==> config.mk <==
export PLATFORM = sky130hd
export DESIGN_NAME = data_bus_responder
export DESIGN_NICKNAME = d
export VERILOG_FILES = /design/src/rtl/data_bus_pkg.sv /design/src/rtl/dmem_ram.sv /design/src/rtl/data_bus_responder.sv
export SDC_FILE = /design/constraint.sdc
export NUM_CORES = 2
export LEC_CHECK = 0
export ABC_AREA = 0
export CAP_MARGIN = 20
export CELL_PAD_IN_SITES_DETAIL_PLACEMENT = 2
export CELL_PAD_IN_SITES_GLOBAL_PLACEMENT = 2
export CORE_UTILIZATION = 44
export CTS_CLUSTER_SIZE = 8
export DETAILED_ROUTE_END_ITERATION = 16
export PLACE_DENSITY = 0.83
export SYNTH_ARGS = -nofsm -noshare
export SYNTH_HDL_FRONTEND = slang
export SYNTH_SLANG_ARGS = --single-unit
==> constraint.sdc <==
create_clock -name clk -period 3.8 [get_ports clk]
set_input_delay 0.76 -clock clk [delete_from_list [all_inputs] [get_ports clk]]
set_output_delay 0.76 -clock clk [all_outputs]
set_load 0.02 [all_outputs]
==> src/rtl/data_bus_pkg.sv <==
// Shared definitions for the core data-bus responder.
//   Region codes for the address decoder (addr[31:28]), MMIO register offsets
//   (addr[3:2]), the compare-register reset value and a small decode helper.
package data_bus_pkg;

  localparam logic [3:0]  RAM_REGION = 4'h0;

  localparam logic [1:0]  OFF_GPO    = 2'd0;
  localparam logic [1:0]  OFF_CYCLE  = 2'd1;
  localparam logic [1:0]  OFF_CMP    = 2'd2;
  localparam logic [1:0]  OFF_STATUS = 2'd3;

  // Compare value out of reset; all-ones so a fresh counter cannot match early.
  localparam logic [31:0] CMP_RST    = 32'hFFFF_FFFF;

  typedef enum logic [1:0] {
    SEL_NONE = 2'd0,
    SEL_RAM  = 2'd1,
    SEL_MMIO = 2'd2
  } region_e;

  // RAM takes precedence should the MMIO window ever be placed at region 0.
  function automatic region_e decode_region(input logic [3:0] addr_hi,
                                            input logic [3:0] mmio_hi);
    if (addr_hi == RAM_REGION)   return SEL_RAM;
    else if (addr_hi == mmio_hi) return SEL_MMIO;
    else                         return SEL_NONE;
  endfunction

endpackage

==> src/rtl/dmem_ram.sv <==
// Word-wide data RAM for the core data bus.
//   clk    in  rising-edge clock
//   we     in  write enable, data committed on the clock edge
//   idx    in  word index (shared by read and write)
//   wdata  in  write data
//   rdata  out combinational read of mem[idx]; during a write this is the old word
// Contents are deliberately not reset.
module dmem_ram #(
  parameter int WORDS = 64,
  parameter int AW    = $clog2(WORDS)
) (
  input  logic          clk,
  input  logic          we,
  input  logic [AW-1:0] idx,
  input  logic [31:0]   wdata,
  output logic [31:0]   rdata
);

  logic [31:0] mem [WORDS];

  always_ff @(posedge clk) begin
    if (we) mem[idx] <= wdata;
  end

  assign rdata = mem[idx];

endmodule

==> src/rtl/data_bus_responder.sv <==
// Responder end of the single-cycle RV32I core data bus.
//   clk        in  system clock, rising edge
//   reset      in  asynchronous active-low reset (clears MMIO state, not RAM)
//   dataWe     in  write strobe for the current access
//   dataAddr   in  byte address, word accesses only
//   datawData  in  write data
//   rData      out read data, combinational from dataAddr
//   gpo        out general-purpose output register
//   irq        out registered compare-match flag (STATUS[0])
// Region 0 is word RAM; the MMIO window holds GPO, a free-running CYCLE counter,
// a CMP register and a sticky write-1-to-clear match flag. Anything else reads 0
// and ignores writes.
module data_bus_responder
  import data_bus_pkg::*;
#(
  parameter int          RAM_WORDS = 64,
  parameter logic [31:0] MMIO_BASE = 32'h1000_0000,
  parameter int          GPO_WIDTH = 8
) (
  input  logic                 clk,
  input  logic                 reset,
  input  logic                 dataWe,
  input  logic [31:0]          dataAddr,
  input  logic [31:0]          datawData,
  output logic [31:0]          rData,
  output logic [GPO_WIDTH-1:0] gpo,
  output logic                 irq
);

  localparam int AW = $clog2(RAM_WORDS);

  region_e              region;
  logic    [1:0]        mmio_off;
  logic    [AW-1:0]     ram_idx;
  logic                 ram_we;
  logic                 mmio_we;
  logic    [31:0]       ram_rdata;

  logic [GPO_WIDTH-1:0] gpo_q;
  logic [31:0]          cycle_cnt;
  logic [31:0]          cmp_q;
  logic                 match_flag;

  // Address bits above the RAM index / MMIO offset alias by design.
  logic                 unused_bits;
  assign unused_bits = ^{dataAddr, datawData};

  assign region   = decode_region(dataAddr[31:28], MMIO_BASE[31:28]);
  assign mmio_off = dataAddr[3:2];
  assign ram_idx  = dataAddr[AW+1:2];
  assign ram_we   = dataWe && (region == SEL_RAM);
  assign mmio_we  = dataWe && (region == SEL_MMIO);

  dmem_ram #(
    .WORDS (RAM_WORDS),
    .AW    (AW)
  ) u_ram (
    .clk   (clk),
    .we    (ram_we),
    .idx   (ram_idx),
    .wdata (datawData),
    .rdata (ram_rdata)
  );

  // MMIO registers. The compare uses the pre-increment count and the CMP value
  // held before this edge, so a CMP write only takes effect from the next cycle.
  // A match on the same edge as a W1C keeps the flag set.
  always_ff @(posedge clk or negedge reset) begin
    if (!reset) begin
      gpo_q      <= '0;
      cycle_cnt  <= '0;
      cmp_q      <= CMP_RST;
      match_flag <= 1'b0;
    end else begin
      cycle_cnt <= cycle_cnt + 32'd1;
      if (mmio_we && (mmio_off == OFF_GPO)) gpo_q <= datawData[GPO_WIDTH-1:0];
      if (mmio_we && (mmio_off == OFF_CMP)) cmp_q <= datawData;
      if (cycle_cnt == cmp_q) begin
        match_flag <= 1'b1;
      end else if (mmio_we && (mmio_off == OFF_STATUS) && datawData[0]) begin
        match_flag <= 1'b0;
      end
    end
  end

  always_comb begin
    rData = '0;
    unique case (region)
      SEL_RAM: rData = ram_rdata;
      SEL_MMIO: begin
        unique case (mmio_off)
          OFF_GPO:    rData[GPO_WIDTH-1:0] = gpo_q;
          OFF_CYCLE:  rData = cycle_cnt;
          OFF_CMP:    rData = cmp_q;
          OFF_STATUS: rData[0] = match_flag;
          default:    rData = '0;
        endcase
      end
      default: rData = '0;
    endcase
  end

  assign gpo = gpo_q;
  assign irq = match_flag;

endmodule

==> summary.txt, run 1 <==
Run status
  – Status: did not finish
  – Failed at: global routing
  – Err: [ERROR GRT-0232] Routing congestion too high. Check the congestion heatmap in the GUI.

Synthesis
  – Dominant synthesized flop cell: edfxtp_1
  – Post-Syn Instances: roughly 4,600
  – Ys async rst share: 0.0344
  – Area contributors post-synth: edfxtp_1 74%, mux4_2 3.3%, mux2_2 3.1%
  – Sequential cell area fraction in the yosys report: 0.764
  – Share of Yosys cell area claimed by the top area cell type: 0.742
  – Largest area contributor in the netlist: edfxtp_1
  – Post-synth EDFFs: just over 2,000
  – Synth Net Count: around 4,700
  – Yosys cell types: between 70 and 80
  – Synth Area per Inst: 18.1 um2
  – Syn Std Cell Area: between 80,000 and 90,000 um2
  – FF+latch count, synth: 2,121
  – Ys Warns: 0

Clock tree
  – Clock Sinks: 2,121
  – CTS Root Buffer Type: clkbuf_16
  – Num CTS Buffers: between 300 and 400
  – H-tree depth: 5
  – CTS max path bufs: 4

Global routing
  – Initial antenna violation count: 94
  – Largest net degree at the start of global routing: 74
  – GRT Util Overall: 0.822
  – GRT overflow: between 50 and 60

Die
  – Site row count: ~160
  – Die Y: ~440 um
  – Chip Width: approximately 440 um
  – Initial Utilization: 0.445
  – Num ports: 108

Place
  – IO Port Bufs: 85
  – Placed Cells incl. Taps: around 7,500
  – Post-DP Area: 93,300 um2
  – HPWL Detailed: 257 mm
  – Routability congestion estimate from global placement: a little over 0.9

Timing
  – Worst Endpoint after GRT Repair: rData[3]
  – Worst_ep kind: primary output
==> synthesized netlist by cell type (8+ instances only) <==
cell	n
xor2_1	42
nor4_1	9
o2bb2ai_1	25
buf_6	15
nand4_1	9
mux4_2	121
nand2_1	143
mux2_2	225
or2_2	8
dfrtp_1	41
a22o_1	45
buf_2	109
xnor2_1	20
edfxtp_1	2048
nand3_1	25
dfstp_2	32
a21oi_1	80
clkbuf_1	119
nor2_1	217
a31oi_1	22
buf_4	44
mux2i_1	237
and2_1	15
o21ai_0	106
a221oi_1	241
a222oi_1	12
and3_1	12
o221ai_1	17
o22ai_1	130
o211ai_1	16
buf_1	30
a221o_1	51
a22oi_1	153
o22a_1	26
==> kinds of logic after synthesis <==
logic type / synth area share
AO/OA/AOI/OAI: 0.0892
multiplexers: 0.0930
adder cells (fa/ha/maj): 0.00106
XOR/XNOR: 0.00655
buffers and inverters: 0.0201
flip-flops: 0.764
AND/OR/NAND/NOR: 0.0259
==> metal layers <==
| layer | overflow | global-route usage |
|---|---|---|
| met3 | 10 | 0.775 |
| met5 | 1 | 0.622 |
| met4 | 23 | 0.785 |
| met2 | 15 | 0.908 |
| met1 | 3 | 0.809 |
==> timing repair <==
| item | CTS |
|---|---|
| hold buffers | 1 |
| endpoints found under the hold margin | 41 |
| resized for setup | 693 |
| setup buffers | 82 |
| pin swaps | 130 |
| setup endpoints to repair | 32 |
| cloned | 19 |
==> through the flow <==
step | utilization | worst slack, ns
after floorplan | - | -0.138
after detailed placement | 0.501 | -1.23
after CTS | 0.570 | -0.394
after global placement | 0.501 | -1.09
==> run 2: changes to the inputs <==
CELL_PAD_IN_SITES_DETAIL_PLACEMENT = not set   (was 2)
CELL_PAD_IN_SITES_GLOBAL_PLACEMENT = not set   (was 2)
CORE_UTILIZATION = 40   (was 44)
CTS_CLUSTER_SIZE = not set   (was 8)
PLACE_DENSITY = not set   (was 0.83)
PLACE_DENSITY_LB_ADDON = 0.15   (was not set)
clock period = 4.95 ns   (was 3.8 ns; I/O delays follow)
==> run 2 against run 1 <==
The flow now finishes, with violations (negative setup slack). Area after synthesis unchanged. Synthesized cell count unchanged.
==> summary.txt, run 2 <==
Route
  – Routed length per instance: approximately 38 um
  – Via count: 50,800
  – DRT Wirelength: ~310 mm
  – Routed Antenna Nets: 0
  – First drt pass iteration count: 8
  – DRC viols: 0
  – DRT iter0 DRCs: a little under 8,000
  – Via-per-instance ratio: around 6.3

Timing
  – Tcrit/Tclk final: 1.01
  – Max_slew headroom: 0.235
  – Fin. max-slew vios: 0
  – RSZ-0062 raised after global routing: true
  – Clock skew: roughly 0.040 ns
  – Final Hold Viols: 0
  – Post-route minimum period: approximately 5 ns
  – Worst slew pin tran: roughly 1.1 ns
  – # setup viols final: 4
  – PnR worst setup slack: -0.0387 ns
  – Fmax: 0.200 GHz

Power
  – Share of power burned in registers: 0.509
  – VDD IR max: between 0.3 and 0.4 mV
  – Internal Power: around 30,000 uW
  – Power density cells: 388 nW/um2
  – Switching Power: roughly 9000 uW
  – Clock network fraction of design power: 0.418
  – Logic pwr share: 0.072
  – Leak Pwr: 0.0333 uW
  – Net Sw Frac: 0.234

Cells and area
  – Regs by FF count: u_ram.mem (2048), cmp_q (32), cycle_cnt (32)
  – Biggest register: u_ram.mem
  – Final instance area: between 100,000 and 150,000 um2
  – Max FFs per register: 2,048
  – Layout cells sized above 1: 0.286
  – Cell Count, Final, Fillers Out: about 8,100
  – Layout Area Growth over Synthesis: 20.8%
  – Most frequent cells in the layout: 2,048 x edfxtp_1, 548 x buf_4, 237 x a221oi_1
  – Nets@finish: ~5,300
  – Commonest non-fill, non-tap cell in the layout: edfxtp_1

Clock tree
  – CTS tree: yes
  – H-tree depth: 4 (-1)
  – CTS Root Buffer Type: clkbuf_16
  – Worst-path clk slew: about 0.06 ns
  – Hold_buf cts: 0 (-1)
  – Num CTS Buffers: 221 (-30%)
  – CTS max path bufs: 3 (-1)
  – Clock Sinks: 2,121 (unchanged)
  – Clk_lat worst skew: 0.91 ns

Die
  – Initial Utilization: 0.404 (-0.0412)
  – Die Y: 457 um (+4.9%)
  – Core ar.: 205,000 um2
  – DIE AREA: roughly 210,000 um2
  – Chip Width: 457 um (+4.9%)
  – Num ports: 108 (unchanged)
  – Site row count: 166 (+5.1%)

Run status
  – Status: finished with violations
  – Failing checks: negative setup slack

Synthesis
  – Synth Net Count: 4,651 (unchanged)
  – Most common cell in the synthesized netlist: edfxtp_1
  – Largest area contributor in the netlist: edfxtp_1
  – Syn Std Cell Area: 82,900 um2 (unchanged)
  – Yosys cell types: 79 (unchanged)
  – Post-Syn Instances: 4,577 (unchanged)
  – Post-synth EDFFs: 2,048 (unchanged)
  – Ys Warns: 0 (unchanged)
  – FF+latch count, synth: 2,121 (unchanged)
  – Share of Yosys cell area claimed by the top area cell type: 0.742 (unchanged)
  – Area contributors post-synth: edfxtp_1 74%, mux4_2 3.3%, mux2_2 3.1%
  – Synth Area per Inst: 18.1 um2 (unchanged)
  – Sequential cell area fraction in the yosys report: 0.764 (unchanged)
  – Dominant synthesized flop cell: edfxtp_1
  – Commonest cells post-synth: 2,048 x edfxtp_1, 241 x a221oi_1, 237 x mux2i_1, 225 x mux2_2, 217 x nor2_1
  – Ys async rst share: 0.0344 (unchanged)

Setup path
  – WS Path Type: input pin to output port
  – Cell family with most CP delay: buffers and inverters
  – Reg-to-Reg Start: cycle_cnt[5]$_DFF_PN0_
  – R2R cell count: 5
  – CP Cell Sequence: buf_8 > buf_12 > buf_12 > buf_4 > buf_4 > mux2i_1 > o22ai_1 > a31oi_1 > a21oi_1 > nor4b_2 > buf_4 > o211ai_1 > buf_4
  – Cell repeated most along the worst path: buf_4
  – Crit-path max cell delay: 0.41 ns
  – Worst-path fanout max: 29
  – CP required: a little under 4 ns
  – RR Endpoint: cycle_cnt[31]$_DFF_PN0_
  – Critical Path Start: dataAddr[4]
  – Worst setup SP type: input pin
  – Crit path buf inv count: 7
  – Slowest CP cell: nor4b_2
  – Crit. End Element: output port
  – Setup slack, reg-to-reg: 2.53 ns
  – Worst path arrival time: ~4 ns

Place
  – HPWL Detailed: 201 mm (-22%)
  – Routability congestion estimate from global placement: 0.914 (-1.1%)
  – Placed Cells incl. Taps: 7,698 (+2.2%)
  – IO Port Bufs: 85 (unchanged)
  – Post-DP Area: 92,800 um2 (-0.56%)

Global routing
  – GRT Util Overall: 0.293
  – Initial antenna violation count: 26
  – GRT overflow: 0
  – First-pass GRT wire length: approximately 420 mm
  – Largest net degree at the start of global routing: 74
  – Number of global-route vias before repair: a little under 50,000

Flow run
  – Max-Cap Viols: 0

Hold path
  – Min-delay worst type: input pin to async pin
## run 2: cell counts after synthesis
Identical to the previous run, type by type.
## run 2: cell type report
class | count | area (um2)
fill | 17180 | 105000
timing repair buffer | 760 | 7670
tap | 2688 | 3360
clock inverter | 139 | 1300
antenna | 2 | 5.00
sequential | 2121 | 63400
clock buffer | 271 | 5750
multi-input combinational | 2128 | 18700
inverter | 9 | 43.8
## run 2: worst max-delay path by stage
stage	to	cells past startpoint	slack (ns)
6_report	rData[27]	13	-0.04
5_1_grt	rData[3]	11	-0.01
4_1_cts	rData[7]	12	0.001
3_5_place_dp	rData[12]	11	-0.38
3_3_place_gp	rData[22]	12	-0.90
2_1_floorplan	rData[1]	11	0.49
## run 2: cell families (layout without fill, tap and decap cells)
family | Yosys count | after routing | synth area share
other | 0 | 2 | 0
multiplexers | 590 | 590 | 0.0930
AO/OA/AOI/OAI | 984 | 984 | 0.0892
AND/OR/NAND/NOR | 485 | 485 | 0.0259
flip-flops | 2121 | 2121 | 0.764
adder cells (fa/ha/maj) | 7 | 7 | 0.00106
buffers and inverters | 328 | 1179 | 0.0201
XOR/XNOR | 62 | 62 | 0.00655
## run 2: per-stage QoR
| stage | total power, uW | worst slack, ns | setup TNS, ns | util | hold slack, ns |
|---|---|---|---|---|---|
| final | 38900 | -0.0387 | -0.121 | 0.488 | 0.218 |
| after global routing | 39700 | -0.0148 | -0.0170 | 0.488 | 0.295 |
| after CTS | 39000 | 0.00140 | 0 | 0.487 | 0.226 |
| after detailed placement | 22900 | -0.381 | -1.06 | 0.452 | 0.513 |
| after global placement | 22900 | -0.899 | -2.16 | 0.452 | 0.510 |
| after floorplan | 21200 | 0.492 | 0 | - | 0.485 |
## run 2: power groups by stage
stage	Sequential (uW)	Combinational, uW	Clock (uW)
2_1_floorplan	20200	1040	0
3_3_place_gp	20200	2700	0
3_5_place_dp	20200	2710	0
4_1_cts	19800	2730	16400
5_1_grt	19800	2860	17100
6_report	19800	2810	16300
## run 2: per-layer routing
metal / up-vias / track usage / share of wire
li1: 20219 / - / -
met1: 27014 / 0.416 / 0.41
met2: 3035 / 0.446 / 0.45
met3: 520 / 0.0599 / 0.10
met4: 12 / 0.107 / 0.040
met5: - / 0 / 0.00024
## run 2: timing repair
item,in CTS,in global routing
setup endpoints to repair,11,13
endpoints found under the hold margin,0,0
gates resized for setup,15,34
pin swaps,1,3
buffers inserted,4,4
gates cloned,0,2
Note: power is estimated with default switching activity, not from simulation.
